$ cat config.mk
export PLATFORM = sky130hd
export DESIGN_NAME = xbar_alloc
export DESIGN_NICKNAME = d
export VERILOG_FILES = /design/src/rtl/xbar_alloc.sv
export SDC_FILE = /design/constraint.sdc
export NUM_CORES = 1
export LEC_CHECK = 0
export CAP_MARGIN = 15
export CORE_MARGIN = 3
export CORE_UTILIZATION = 38
export DETAILED_ROUTE_END_ITERATION = 10
export PLACE_DENSITY_LB_ADDON = 0.08
export SYNTH_ARGS = -nofsm -noshare
export SYNTH_HDL_FRONTEND = slang
export SYNTH_SLANG_ARGS = --single-unit
$ cat constraint.sdc
create_clock -name clk -period 5.05 [get_ports clk]
set_input_delay 0.7575 -clock clk [delete_from_list [all_inputs] [get_ports clk]]
set_output_delay 0.7575 -clock clk [all_outputs]
set_load 0.03 [all_outputs]
$ cat src/rtl/xbar_alloc.sv
// Crossbar request allocator: per-output round-robin arbitration that holds an output for a whole packet.
// grant/req are combinational from state and inputs; bad_dest is a registered per-input pulse.
module xbar_alloc #(
    parameter int XbarOutputs = 4,
    parameter int XbarInputs  = 4,
    parameter int DestWidth   = 2
) (
    input  logic                              clk,
    input  logic                              reset,
    input  logic [XbarInputs-1:0]             in_valid,
    input  logic [XbarInputs*DestWidth-1:0]   in_dest,
    input  logic [XbarInputs-1:0]             in_last,
    output logic [XbarInputs-1:0]             grant,
    output logic [XbarOutputs*XbarInputs-1:0] req,
    output logic [XbarInputs-1:0]             bad_dest
);
    localparam int IW = (XbarInputs > 1) ? $clog2(XbarInputs) : 1;
    localparam logic [DestWidth:0] OUT_LIM = (DestWidth+1)'(XbarOutputs);
    localparam logic [IW:0]        IN_CNT  = (IW+1)'(XbarInputs);
    localparam logic [0:0]         ST_FREE = 1'b0;
    localparam logic [0:0]         ST_BUSY = 1'b1;

    logic [XbarOutputs-1:0] state_q, state_d;
    logic [IW-1:0]          owner_q [XbarOutputs];
    logic [IW-1:0]          owner_d [XbarOutputs];
    logic [IW-1:0]          ptr_q   [XbarOutputs];
    logic [IW-1:0]          ptr_d   [XbarOutputs];
    logic [XbarInputs-1:0]  bad_dest_q, bad_dest_d;

    logic [XbarOutputs-1:0] want    [XbarInputs];
    logic [XbarOutputs-1:0] win_vld;
    logic [IW-1:0]          win_idx [XbarOutputs];
    logic [IW:0]            scan_sum;
    logic [IW-1:0]          scan_idx;

    function automatic logic [IW-1:0] rr_next(input logic [IW-1:0] x);
        if (int'(x) == XbarInputs - 1) begin
            return '0;
        end
        return x + IW'(1);
    endfunction

    // Decode each input into a one-hot output request, or flag an out-of-range destination.
    always_comb begin
        for (int i = 0; i < XbarInputs; i++) begin
            want[i]       = '0;
            bad_dest_d[i] = 1'b0;
            if (in_valid[i]) begin
                if ({1'b0, in_dest[i*DestWidth +: DestWidth]} >= OUT_LIM) begin
                    bad_dest_d[i] = 1'b1;
                end else begin
                    for (int j = 0; j < XbarOutputs; j++) begin
                        if (in_dest[i*DestWidth +: DestWidth] == DestWidth'(j)) begin
                            want[i][j] = 1'b1;
                        end
                    end
                end
            end
        end
    end

    // A locked output only listens to its owner; a free one scans from its pointer.
    always_comb begin
        win_vld  = '0;
        win_idx  = '{default: '0};
        scan_sum = '0;
        scan_idx = '0;
        for (int j = 0; j < XbarOutputs; j++) begin
            if (state_q[j] == ST_BUSY) begin
                if (want[owner_q[j]][j]) begin
                    win_vld[j] = 1'b1;
                    win_idx[j] = owner_q[j];
                end
            end else begin
                for (int k = 0; k < XbarInputs; k++) begin
                    scan_sum = {1'b0, ptr_q[j]} + (IW+1)'(k);
                    if (scan_sum >= IN_CNT) begin
                        scan_sum = scan_sum - IN_CNT;
                    end
                    scan_idx = scan_sum[IW-1:0];
                    if (!win_vld[j] && want[scan_idx][j]) begin
                        win_vld[j] = 1'b1;
                        win_idx[j] = scan_idx;
                    end
                end
            end
        end
    end

    always_comb begin
        grant = '0;
        for (int j = 0; j < XbarOutputs; j++) begin
            if (win_vld[j] && !reset) begin
                grant[win_idx[j]] = 1'b1;
            end
        end
        req = '0;
        for (int i = 0; i < XbarInputs; i++) begin
            for (int j = 0; j < XbarOutputs; j++) begin
                req[i*XbarOutputs + j] = grant[i] && want[i][j];
            end
        end
    end

    always_comb begin
        state_d = state_q;
        owner_d = owner_q;
        ptr_d   = ptr_q;
        for (int j = 0; j < XbarOutputs; j++) begin
            if (win_vld[j]) begin
                if (in_last[win_idx[j]]) begin
                    state_d[j] = ST_FREE;
                    ptr_d[j]   = rr_next(win_idx[j]);
                end else begin
                    state_d[j] = ST_BUSY;
                    owner_d[j] = win_idx[j];
                end
            end
        end
    end

    always_ff @(posedge clk) begin
        if (reset) begin
            state_q    <= '0;
            owner_q    <= '{default: '0};
            ptr_q      <= '{default: '0};
            bad_dest_q <= '0;
        end else begin
            state_q    <= state_d;
            owner_q    <= owner_d;
            ptr_q      <= ptr_d;
            bad_dest_q <= bad_dest_d;
        end
    end

    assign bad_dest = bad_dest_q;

endmodule
Word-level counts from Yosys, hierarchy flattened
Index checks and enable logic that the tools add are counted.
{ "word_totals": {"reg_bits": 20, "in_bits": 18, "wordCells": 408} }
{ "op_classes": {"add_sub_neg": 32, "n_lt_le_gt_ge": 44, "n_eq_ne": 16, "n_mux": 216, "n_bitwise": 27, "n_reduce_logical": 61} }
{ "op_table": {"columns": ["operator", "count"], "rows": [
  ["$bmux 4 s2", 20],
  ["$mux 2", 74],
  ["$ge 3x3->1 const B", 32],
  ["$mux 1", 86],
  ["$mux 4", 18],
  ["$not 2->3", 20],
  ["$logic_and 1x1->1", 36],
  ["$sub 2x1->2 const B", 16],
  ["$mux 3", 10],
  ["$add 2x2->3 const B", 8],
  ["$eq 2x1->1 const B", 8],
  ["$eq 2x2->1 const B", 8],
  ["$reduce_and 2->1", 8],
  ["$logic_not 1->1", 13],
  ["$add 2x1->3 const B", 4],
  ["$ge 2x3->1 const B", 4],
  ["$lt 2x3->1 const B", 4],
  ["$or 4x4->4", 3],
  ["$add 2x1->2 const B", 4],
  ["$bmux 1 s2", 4],
  ["$demux 1 s2", 4],
  ["$ge 2x1->1 const B", 4],
  ["$logic_not 2->1", 4],
  ["$not 1->1", 4]
]} }

Longest topological paths before layout
Gate-level depths: netlist (run 1).
{ "logic_depth": {"ltp_word": 33, "mapped_depth": 11, "ltp_nobuf": 10} }

Worst setup path before layout (run 1)
OpenSTA, ideal clock, no wires.
{ "synth_path": {"kind": "in2out", "start": "input in_dest[3]", "end": "output req[10]", "arrival_time_ps": 3218, "required_ps": 4293, "path_slack_ps": 1075, "cell_stages": 11, "path_buffers": 1, "path_cell_list": "buf_6 -> nand3b_1 -> or4_1 -> a21oi_1 -> a211oi_1 -> nor2_1 -> inv_1 -> ha_1 -> a22o_1 -> a222oi_1 -> nor2_1"} }
{ "synth_lines": {"columns": ["item", "line_no", "rtl"], "rows": [
  ["start, declared", "11", "input logic [XbarInputs*DestWidth-1:0] in_dest,"],
  ["end, declared", "14", "output logic [XbarOutputs*XbarInputs-1:0] req,"]
]} }

==> results by group, run 1 <==
Detailed routing
  – Initial DRC count: 187
  – DRC: 0
  – DR WL/cell: 17.6 um
  – DR pass1 iterations: 5
  – Final WL: 8070 um
  – DRT antenna net count: 0
  – Vias per cell: 5.91
  – Vias: 2712

Synthesis
  – Mux share of post-synthesis cell area: 6.81%
  – Xor/xnor share of the synthesized area: 0%
  – Register area share after synthesis: 15.8%
  – Syn Inst Count: 308
  – Main combinational cell family by area after synthesis: compound AO/OA/AOI/OAI gates
  – Yosys reg bits: 20
  – Top cell type's share of synthesized area: 15.8%
  – Synth cell types: 76
  – Synth Area in Compound Gates: 32.8%
  – Fraction of registers with async set/reset: 0%
  – Synth Warn #: 0
  – Synth Flop Type: dfxtp_1
  – Adder-cell share of the synthesized area: 7.90%
  – Post-synth EDFFs: 0
  – Post-Syn Area per Cell: 8.23 sq um
  – Synthesized cell area: 2530 sq um
  – Top post-synthesis cells by area: dfxtp_1, ha_1, mux2i_1
  – Post-synth top area cell: dfxtp_1
  – Post-synthesis simple-gate area fraction: 27.6%

CTS
  – TritonCTS Buffers: 3
  – Post-cts hold buffer count: 0
  – Worst-Skew Late Latency: 260 ps
  – CTS clock-pin slew for the worst setup and hold paths: 80 ps
  – CTS max path bufs: 2
  – CTS sink count: 20
  – Clock Tree Root: clkbuf_8
  – CTS tree: done
  – H-tree levels: 1

GRT
  – Initial antenna violation count: 0
  – Number of global-route vias before repair: 2661
  – Gr ovfl total: 0
  – GRT Util Overall: 21.4%
  – First-pass GRT wire length: 13000 um
  – Largest net degree at the start of global routing: 24

Critical path
  – WP data arrival: 4070 ps
  – CP dominant cell by count: buf_4
  – Peak fanout along the critical path: 8
  – CP max stage delay: 540 ps
  – Cells along the critical path: clkdlybuf4s50_1, or3b_4, a211oi_2, o32ai_2, buf_4, a31oi_4, buf_4, inv_4, ha_1, a22o_1, a222oi_1, buf_4, nor2_1, dlygate4sd2_1
  – Critical path class: input pin to primary output
  – Critical path endpoint category: primary output
  – CP Launch Type: input pin
  – Critical Path RT: 4290 ps
  – Slowest-stage cell, CP: clkdlybuf4s50_1

Power and ir drop
  – Internal power: 450 uW
  – Leakage power: 1.60 nW
  – Combinational power share: 58.2%
  – Part of the power in the clock network: 13.4%
  – Power Density: 245 nW/um^2
  – Peak VDD IR: 0.145 mV
  – Sw Pwr: 355 uW
  – Register share of total power: 28.3%
  – Final Power: 805 uW
  – Switching Share: 44.1%

STA
  – Final max-slew violation count: 0
  – Setup TNS: 0 ps
  – Final worst path period need: 4820 ps
  – Setup Skew: 0.683 ps
  – Relative slew margins: 58.2%
  – Worst slew pin tran: 619 ps
  – Final hold slack: 506 ps
  – # setup viols final: 0
  – F_max: 207 MHz
  – Final Hold Vio Count: 0
  – Tcrit/Tclk final: 95.5%

Layout
  – Layout area overhead: 29.8%
  – Share of cells above drive strength 1: 20.9%
  – Design Area, Final: 3290 sq um
  – # diodes: 0
  – Nets: 418

Die
  – Die height: 87.7 um
  – Initial Util: 39.5%
  – Die area: 7690 sq um
  – FP Rows: 29
  – Die X-Extent: 87.7 um
  – Core area: 6420 sq um
  – # IOs: 42

Run status
  – Status: complete, no violations

Placed design
  – Global placement routability congestion: 0.925
  – Placed cell area: 3210 sq um
  – Final HPWL DP: 6440 um
  – PortBufs: 37

Run
  – Max-Cap Viols: 0

Hold path
  – Min-delay worst type: flop to flop
-- metrics by stage --
| step | util, % | setup WS, ps | instances |
|---|---|---|---|
| after floorplan | - | 1070 | 311 |
| after global placement | 50.0 | 5.54 | 454 |
| after detailed placement | 50.0 | 2.97 | 454 |
| after CTS | 50.6 | 22.4 | 457 |
| after global routing | 51.2 | -7.14 | 459 |
| final | 51.2 | 227 | 459 |
-- logic make-up after synthesis --
logic type | after synthesis
AO/OA/AOI/OAI | 99
flip-flops | 20
multiplexers | 16
adder cells (fa/ha/maj) | 16
AND/OR/NAND/NOR | 116
buffers and inverters | 40
other | 1
-- Yosys cell counts, drive strengths merged, types with 7 or more instances --
master and instances:
mux2i 15, nand3b 8, nand3 7, nor3 8, nor2 26, inv 25
dfxtp 20, and3 7, ha 16, nand2 23, a21oi 15, a211oi 7
o21ai 12, buf 10
-- what timing repair did --
action,4_1_cts,5_1_grt
resized for setup,4,11
pin swaps,0,2
setup endpoints to repair,4,20
buffers inserted,0,2
-- layout make-up --
cell class / count / area (sq um)
inverters: 25 / 96.3
well taps: 77 / 96.3
clock buffers: 3 / 41.3
repair buffers: 83 / 738
flip-flops and latches: 20 / 400
multi-input cells: 251 / 1920
fillers: 631 / 3130
-- power groups by stage --
stage / sequential (mW) / clock [mW] / combinational [mW]
after floorplan: 0.218 / 0 / 0.305
after global placement: 0.232 / 0 / 0.462
final: 0.228 / 0.108 / 0.469
after global routing: 0.234 / 0.123 / 0.513
after CTS: 0.228 / 0.117 / 0.462
after detailed placement: 0.231 / 0 / 0.460
-- cell usage in the layout (no fill, tap or decap), types with 5 or more instances in the layout --
master / n
dlymetal6s2s_1: 11
a21oi_1: 15
o21ai_0: 10
nand3_1: 7
and3_1: 5
nand4_1: 5
nand3b_1: 7
o211ai_1: 5
buf_4: 46
nor3_1: 8
clkdlybuf4s50_1: 22
mux2i_1: 15
inv_1: 22
nand2_1: 23
ha_1: 16
dfxtp_1: 20
nor2_1: 26
o221ai_1: 5
-- per-layer routing --
layer	wire length, um	part of all wire (%)	GRT usage [%]	up-vias
met2	3890	48	36.1	71
met4	150	1.9	5.44	0
met3	380	4.7	3.48	12
met5	0	0	0	-
li1	-	-	-	1344
met1	3650	45	28.2	1285
-- state kept, by name (all words and copies together), names as in the netlist --
register / flops
ptr_q: 8
state_q: 4
owner_q: 8
-- path summary, 6_finish.rpt --
path | start | end | slack, ps | cells after the start
worst max-delay path | in_dest[1] | req[9] | 230 | 14
worst min-delay path | ptr_q[3] | ptr_q[3] | 510 | 2
worst max register to register | ptr_q[1] | ptr_q[0] | 2620 | 8
worst min register to register | ptr_q[3] | ptr_q[3] | 510 | 2
-- worst max-delay path: cells and delay by family --
kind | cells | cell delay, ps
buffers and inverters | 6 | 1490
AOI/OAI and AO/OA | 5 | 1110
adders and majority gates | 1 | 170
and+or+nand+nor | 2 | 540
Power figures use the tool's default switching activity.
==> run 2, diff against run 1 <==
--- a/config.mk
+++ b/config.mk
@@ -7,8 +7,10 @@
 export LEC_CHECK = 0
 export CAP_MARGIN = 15
 export CORE_MARGIN = 3
-export CORE_UTILIZATION = 38
+export CORE_UTILIZATION = 30
+export CTS_CLUSTER_DIAMETER = 60
 export DETAILED_ROUTE_END_ITERATION = 10
+export DONT_BUFFER_PORTS = 1
 export PLACE_DENSITY_LB_ADDON = 0.08
 export SYNTH_ARGS = -nofsm -noshare
 export SYNTH_HDL_FRONTEND = slang
==> run 2 against run 1 <==
Sequential power about the same. Non-clock buffer count down 80. Register-to-register slack worse by 90 ps. Combinational power decreased by 22%. Die area up 25%. Critical path type unchanged.
==> results by group, run 2 (same netlist as run 1, synthesis figures left out) <==
Critical path
  – Critical path class: input pin to primary output
  – Critical path endpoint category: primary output
  – Peak fanout along the critical path: 8
  – R2R setup slack: 2530 ps
  – WP data arrival: 3430 ps
  – CP Launch Type: input pin
  – R2R Path Start: ptr_q[1]
  – Worst r2r dst: ptr_q[0]
  – Reg2Reg Depth: 8
  – Critical Path RT: 4290 ps

GRT
  – Initial antenna violation count: 0
  – Number of global-route vias before repair: 2296
  – Largest net degree at the start of global routing: 25
  – GRT Util Overall: 16.9%
  – Gr ovfl total: 0
  – First-pass GRT wire length: 13000 um

Hold path
  – Hold Path Cell Cnt: 2
  – HP Start: ptr_q[3]
  – Min-delay worst type: flop to flop
  – Worst Hold End: ptr_q[3]

Placed design
  – Post-Place Cells: 401
  – PortBufs: 0
  – Final HPWL DP: 6240 um
  – Global placement routability congestion: 0.824

Run status
  – Status: complete, no violations

Layout
  – Fillers: 857
  – Most frequent cells in the layout: nor2_1, nand2_1, inv_1, dfxtp_1, ha_1
  – Biggest regs: owner_q x8, ptr_q x8, state_q x4
  – Nets: 338
  – Util after Layout: 32.9%
  – Share of cells above drive strength 1: 12.5%
  – Most common cell after layout, fill and taps aside: nor2_1
  – Area occupied by multi-input gates: 1920 sq um
  – FF+latch area: 400 sq um
  – Layout area overhead: 3.36%
  – # diodes: 0
  – Non-Filler Instances: 405

Power and ir drop
  – Peak VDD IR: 0.102 mV
  – Power Density: 279 nW/um^2
  – Leakage power: 1.05 nW

CTS
  – H-tree levels: 1
  – CTS max path bufs: 2
  – CTS tree: done
  – CTS sink count: 20
  – CTS clock-pin slew for the worst setup and hold paths: 90 ps
  – Post-CTS Setup Repair Bufs: 0
  – Worst-Skew Late Latency: 270 ps
  – TritonCTS Buffers: 3
  – Post-cts hold buffer count: 0
  – Post-cts resize count: 0
  – Clock Tree Root: clkbuf_8

STA
  – Final Hold Vio Count: 0
  – Worst slew pin tran: 847 ps
  – Final max-slew violation count: 0
  – Setup TNS: 0 ps
  – Tcrit/Tclk final: 83.0%
  – Final hold slack: 493 ps
  – # setup viols final: 0
  – Relative slew margins: 43.4%
  – Setup Skew: 4.48 ps
  – F_max: 239 MHz
  – Final worst path period need: 4190 ps
  – RSZ-0062 raised after global routing: false

Detailed routing
  – DRC: 0
  – DR WL/cell: 20.2 um
  – DRT antenna net count: 0
  – DR pass1 iterations: 5
  – Vias: 2438
  – Vias per cell: 6.02
  – Initial DRC count: 145
  – Final WL: 8180 um

Die
  – FP Rows: 32
  – Core area: 7970 sq um
  – Die height: 97.9 um
  – Initial Util: 31.8%
  – # IOs: 42
  – Die area: 9590 sq um
  – Die X-Extent: 97.9 um

Run
  – Max-Cap Viols: 0
-- run 2: metal layers --
metal	track usage, %	routed length [um]	vias up
li1	-	-	1172
met3	3.36	345	8
met2	27.6	3960	63
met1	22.5	3760	1195
met4	4.69	113	0
met5	0	0	-
-- run 2: stage by stage --
stage / worst slack [ps] / area (sq um) / total power, mW
after floorplan: 1070 / 2550 / 0.523
after global placement: 749 / 2560 / 0.607
after detailed placement: 859 / 2560 / 0.596
after CTS: 849 / 2620 / 0.734
after global routing: 534 / 2620 / 0.786
final: 860 / 2620 / 0.730
-- run 2: worst max path at each step --
stage	from	endpoint	slack, ps	depth (start not counted)
after detailed placement	in_dest[0]	req[3]	860	9
after global routing	in_dest[0]	req[3]	530	9
final	in_dest[0]	req[3]	860	9
after CTS	in_dest[0]	req[3]	850	9
after floorplan	in_dest[3]	req[10]	1070	11
after global placement	in_dest[0]	req[3]	750	9
-- run 2: cell type report --
type / instances / share of cell area [%]
clock buffer: 4 / 2.10
inverter: 25 / 3.68
multi-input combinational: 251 / 73.2
sequential: 20 / 15.3
tap: 102 / 4.87
timing repair buffer: 3 / 0.860
-- run 2: power breakdown --
group	leakage [nW]	switching, mW	internal (mW)
clock	0.0288	0.0635	0.0697
combinational	0.853	0.230	0.137
sequential	0.164	0.0425	0.187
-- run 2: worst max-delay path: stages --
cell,delay [ps]
nand3b_1,230
o221ai_1,180
a221oi_1,430
or2_1,290
inv_1,110
ha_1,210
a22o_1,230
a222oi_1,620
nor2_1,360
==> run 3, diff against run 2 <==
==> constraint.sdc (replaced) <==
create_clock -name clk -period 4.3 [get_ports clk]
set_input_delay 0.645 -clock clk [delete_from_list [all_inputs] [get_ports clk]]
set_output_delay 0.645 -clock clk [all_outputs]
set_load 0.03 [all_outputs]
==> run 3 against run 2 <==
Non-clock buffer count grew 19. Sequential power increased by 17%. Core utilization rose by 1.6 points. Design area increased by 4.9%. Power increased by 17%. Setup slack lost 470 ps.
==> results by group, run 3 (same netlist as run 1, synthesis figures left out) <==
Power and ir drop
  – Register share of total power: 31.4%
  – Part of the power in the clock network: 16.0%
  – Leakage power: 1.14 nW
  – Power Density: 310 nW/um^2
  – Sw Pwr: 393 uW
  – Internal power: 459 uW
  – Switching Share: 46.2%
  – Peak VDD IR: 0.134 mV
  – Final Power: 852 uW
  – Combinational power share: 52.6%

Hold path
  – Hold Path Cell Cnt: 1
  – Min-delay worst type: input pin to flop

Detailed routing
  – Vias per cell: 5.80
  – DR pass1 iterations: 6
  – Final WL: 8160 um
  – DRC: 0
  – DRT antenna net count: 0
  – DR WL/cell: 19.3 um
  – Initial DRC count: 155
  – Vias: 2455

CTS
  – CTS max path bufs: 2
  – Clock Tree Root: clkbuf_8
  – Post-cts hold buffer count: 0
  – TritonCTS Buffers: 3
  – Post-cts resize count: 0
  – CTS tree: done
  – CTS sink count: 20
  – Worst-Skew Late Latency: 270 ps
  – Post-CTS Setup Repair Bufs: 0
  – H-tree levels: 1
  – CTS clock-pin slew for the worst setup and hold paths: 80 ps

STA
  – Final worst path period need: 3910 ps
  – Tcrit/Tclk final: 91.0%
  – F_max: 256 MHz
  – Worst slew pin tran: 651 ps
  – # setup viols final: 0
  – Relative slew margins: 56.0%
  – Final Hold Vio Count: 0
  – Setup Skew: 0.605 ps
  – Setup TNS: 0 ps
  – Final hold slack: 434 ps
  – RSZ-0062 raised after global routing: false
  – Final max-slew violation count: 0

Die
  – Die height: 97.9 um
  – Initial Util: 31.8%
  – Core area: 7970 sq um
  – FP Rows: 32
  – Die area: 9590 sq um
  – Die X-Extent: 97.9 um
  – # IOs: 42

Placed design
  – Post-Place Cells: 420
  – Global placement routability congestion: 0.844
  – Final HPWL DP: 6400 um
  – PortBufs: 0

Critical path
  – Reg2Reg Depth: 8
  – WP data arrival: 3270 ps
  – Critical Path RT: 3650 ps
  – Peak fanout along the critical path: 8
  – Critical path class: input pin to primary output
  – CP Launch Type: input pin
  – Critical path endpoint category: primary output
  – Cells along the critical path: or3b_2, nor3_1, nor2_1, o221ai_2, inv_1, ha_1, a22o_1, a222oi_1, buf_4, nor2_1, buf_4
  – CP max stage delay: 530 ps
  – Slowest-stage cell, CP: or3b_2

Run status
  – Status: complete, no violations

GRT
  – First-pass GRT wire length: 13000 um
  – Largest net degree at the start of global routing: 24
  – Number of global-route vias before repair: 2363
  – GRT Util Overall: 16.6%
  – Gr ovfl total: 0
  – Initial antenna violation count: 0

Layout
  – # diodes: 0
  – Most common cell after layout, fill and taps aside: nor2_1
  – Nets: 357
  – Most frequent cells in the layout: nor2_1, nand2_1, inv_1, buf_4, dfxtp_1
  – Biggest regs: owner_q x8, ptr_q x8, state_q x4
  – Layout area overhead: 8.44%
  – Non-Filler Instances: 423
  – Share of cells above drive strength 1: 17.4%

Run
  – Max-Cap Viols: 0
==> run 3: changes by cell type in the layout (fill, tap and decap cells not counted), sizes merged <==
cell,change
buf,+19
clkbuf,-1
==> run 3: area by class of cell <==
cell class | instances | area [sq um]
Fill cell | 848 | 5220
Multi-Input combinational cell | 251 | 1920
Sequential cell | 20 | 400
Timing Repair Buffer | 22 | 165
Tap cell | 102 | 128
Inverter | 25 | 96.3
Clock buffer | 3 | 41.3
==> run 3: power groups by stage <==
stage | sequential, mW | clock [mW] | combinational, mW
after floorplan | 0.256 | 0 | 0.358
after global placement | 0.273 | 0 | 0.452
after detailed placement | 0.271 | 0 | 0.445
after CTS | 0.266 | 0.140 | 0.449
after global routing | 0.274 | 0.147 | 0.495
final | 0.268 | 0.136 | 0.449
==> run 3: worst paths after layout <==
path | from | end | slack, ps
setup / recovery | in_dest[5] | req[13] | 390
hold / removal | reset | state_q[3] | 430
setup reg to reg | ptr_q[1] | ptr_q[0] | 1820
hold reg to reg | ptr_q[3] | ptr_q[3] | 500
==> run 3: critical path, delay by kind of cell <==
family          cells  cell delay [ps]
compound gates      3             1010
fa+ha+maj           1              240
buf+inv             3              570
simple gates        4              800
==> run 3: metrics by stage <==
step | setup slack (ps) | utilization, % | instance area (sq um)
after floorplan | 550 | - | 2550
after global placement | 429 | 34.0 | 2710
after detailed placement | 412 | 34.0 | 2710
after CTS | 384 | 34.5 | 2750
after global routing | 211 | 34.5 | 2750
final | 387 | 34.5 | 2750
==> run 3: routing by layer <==
metal  global-route usage, %  wire length (um)
met1                    23.2              3760
met2                    26.5              3790
met3                    2.71               523
met4                    3.94                78
met5                       0                 0
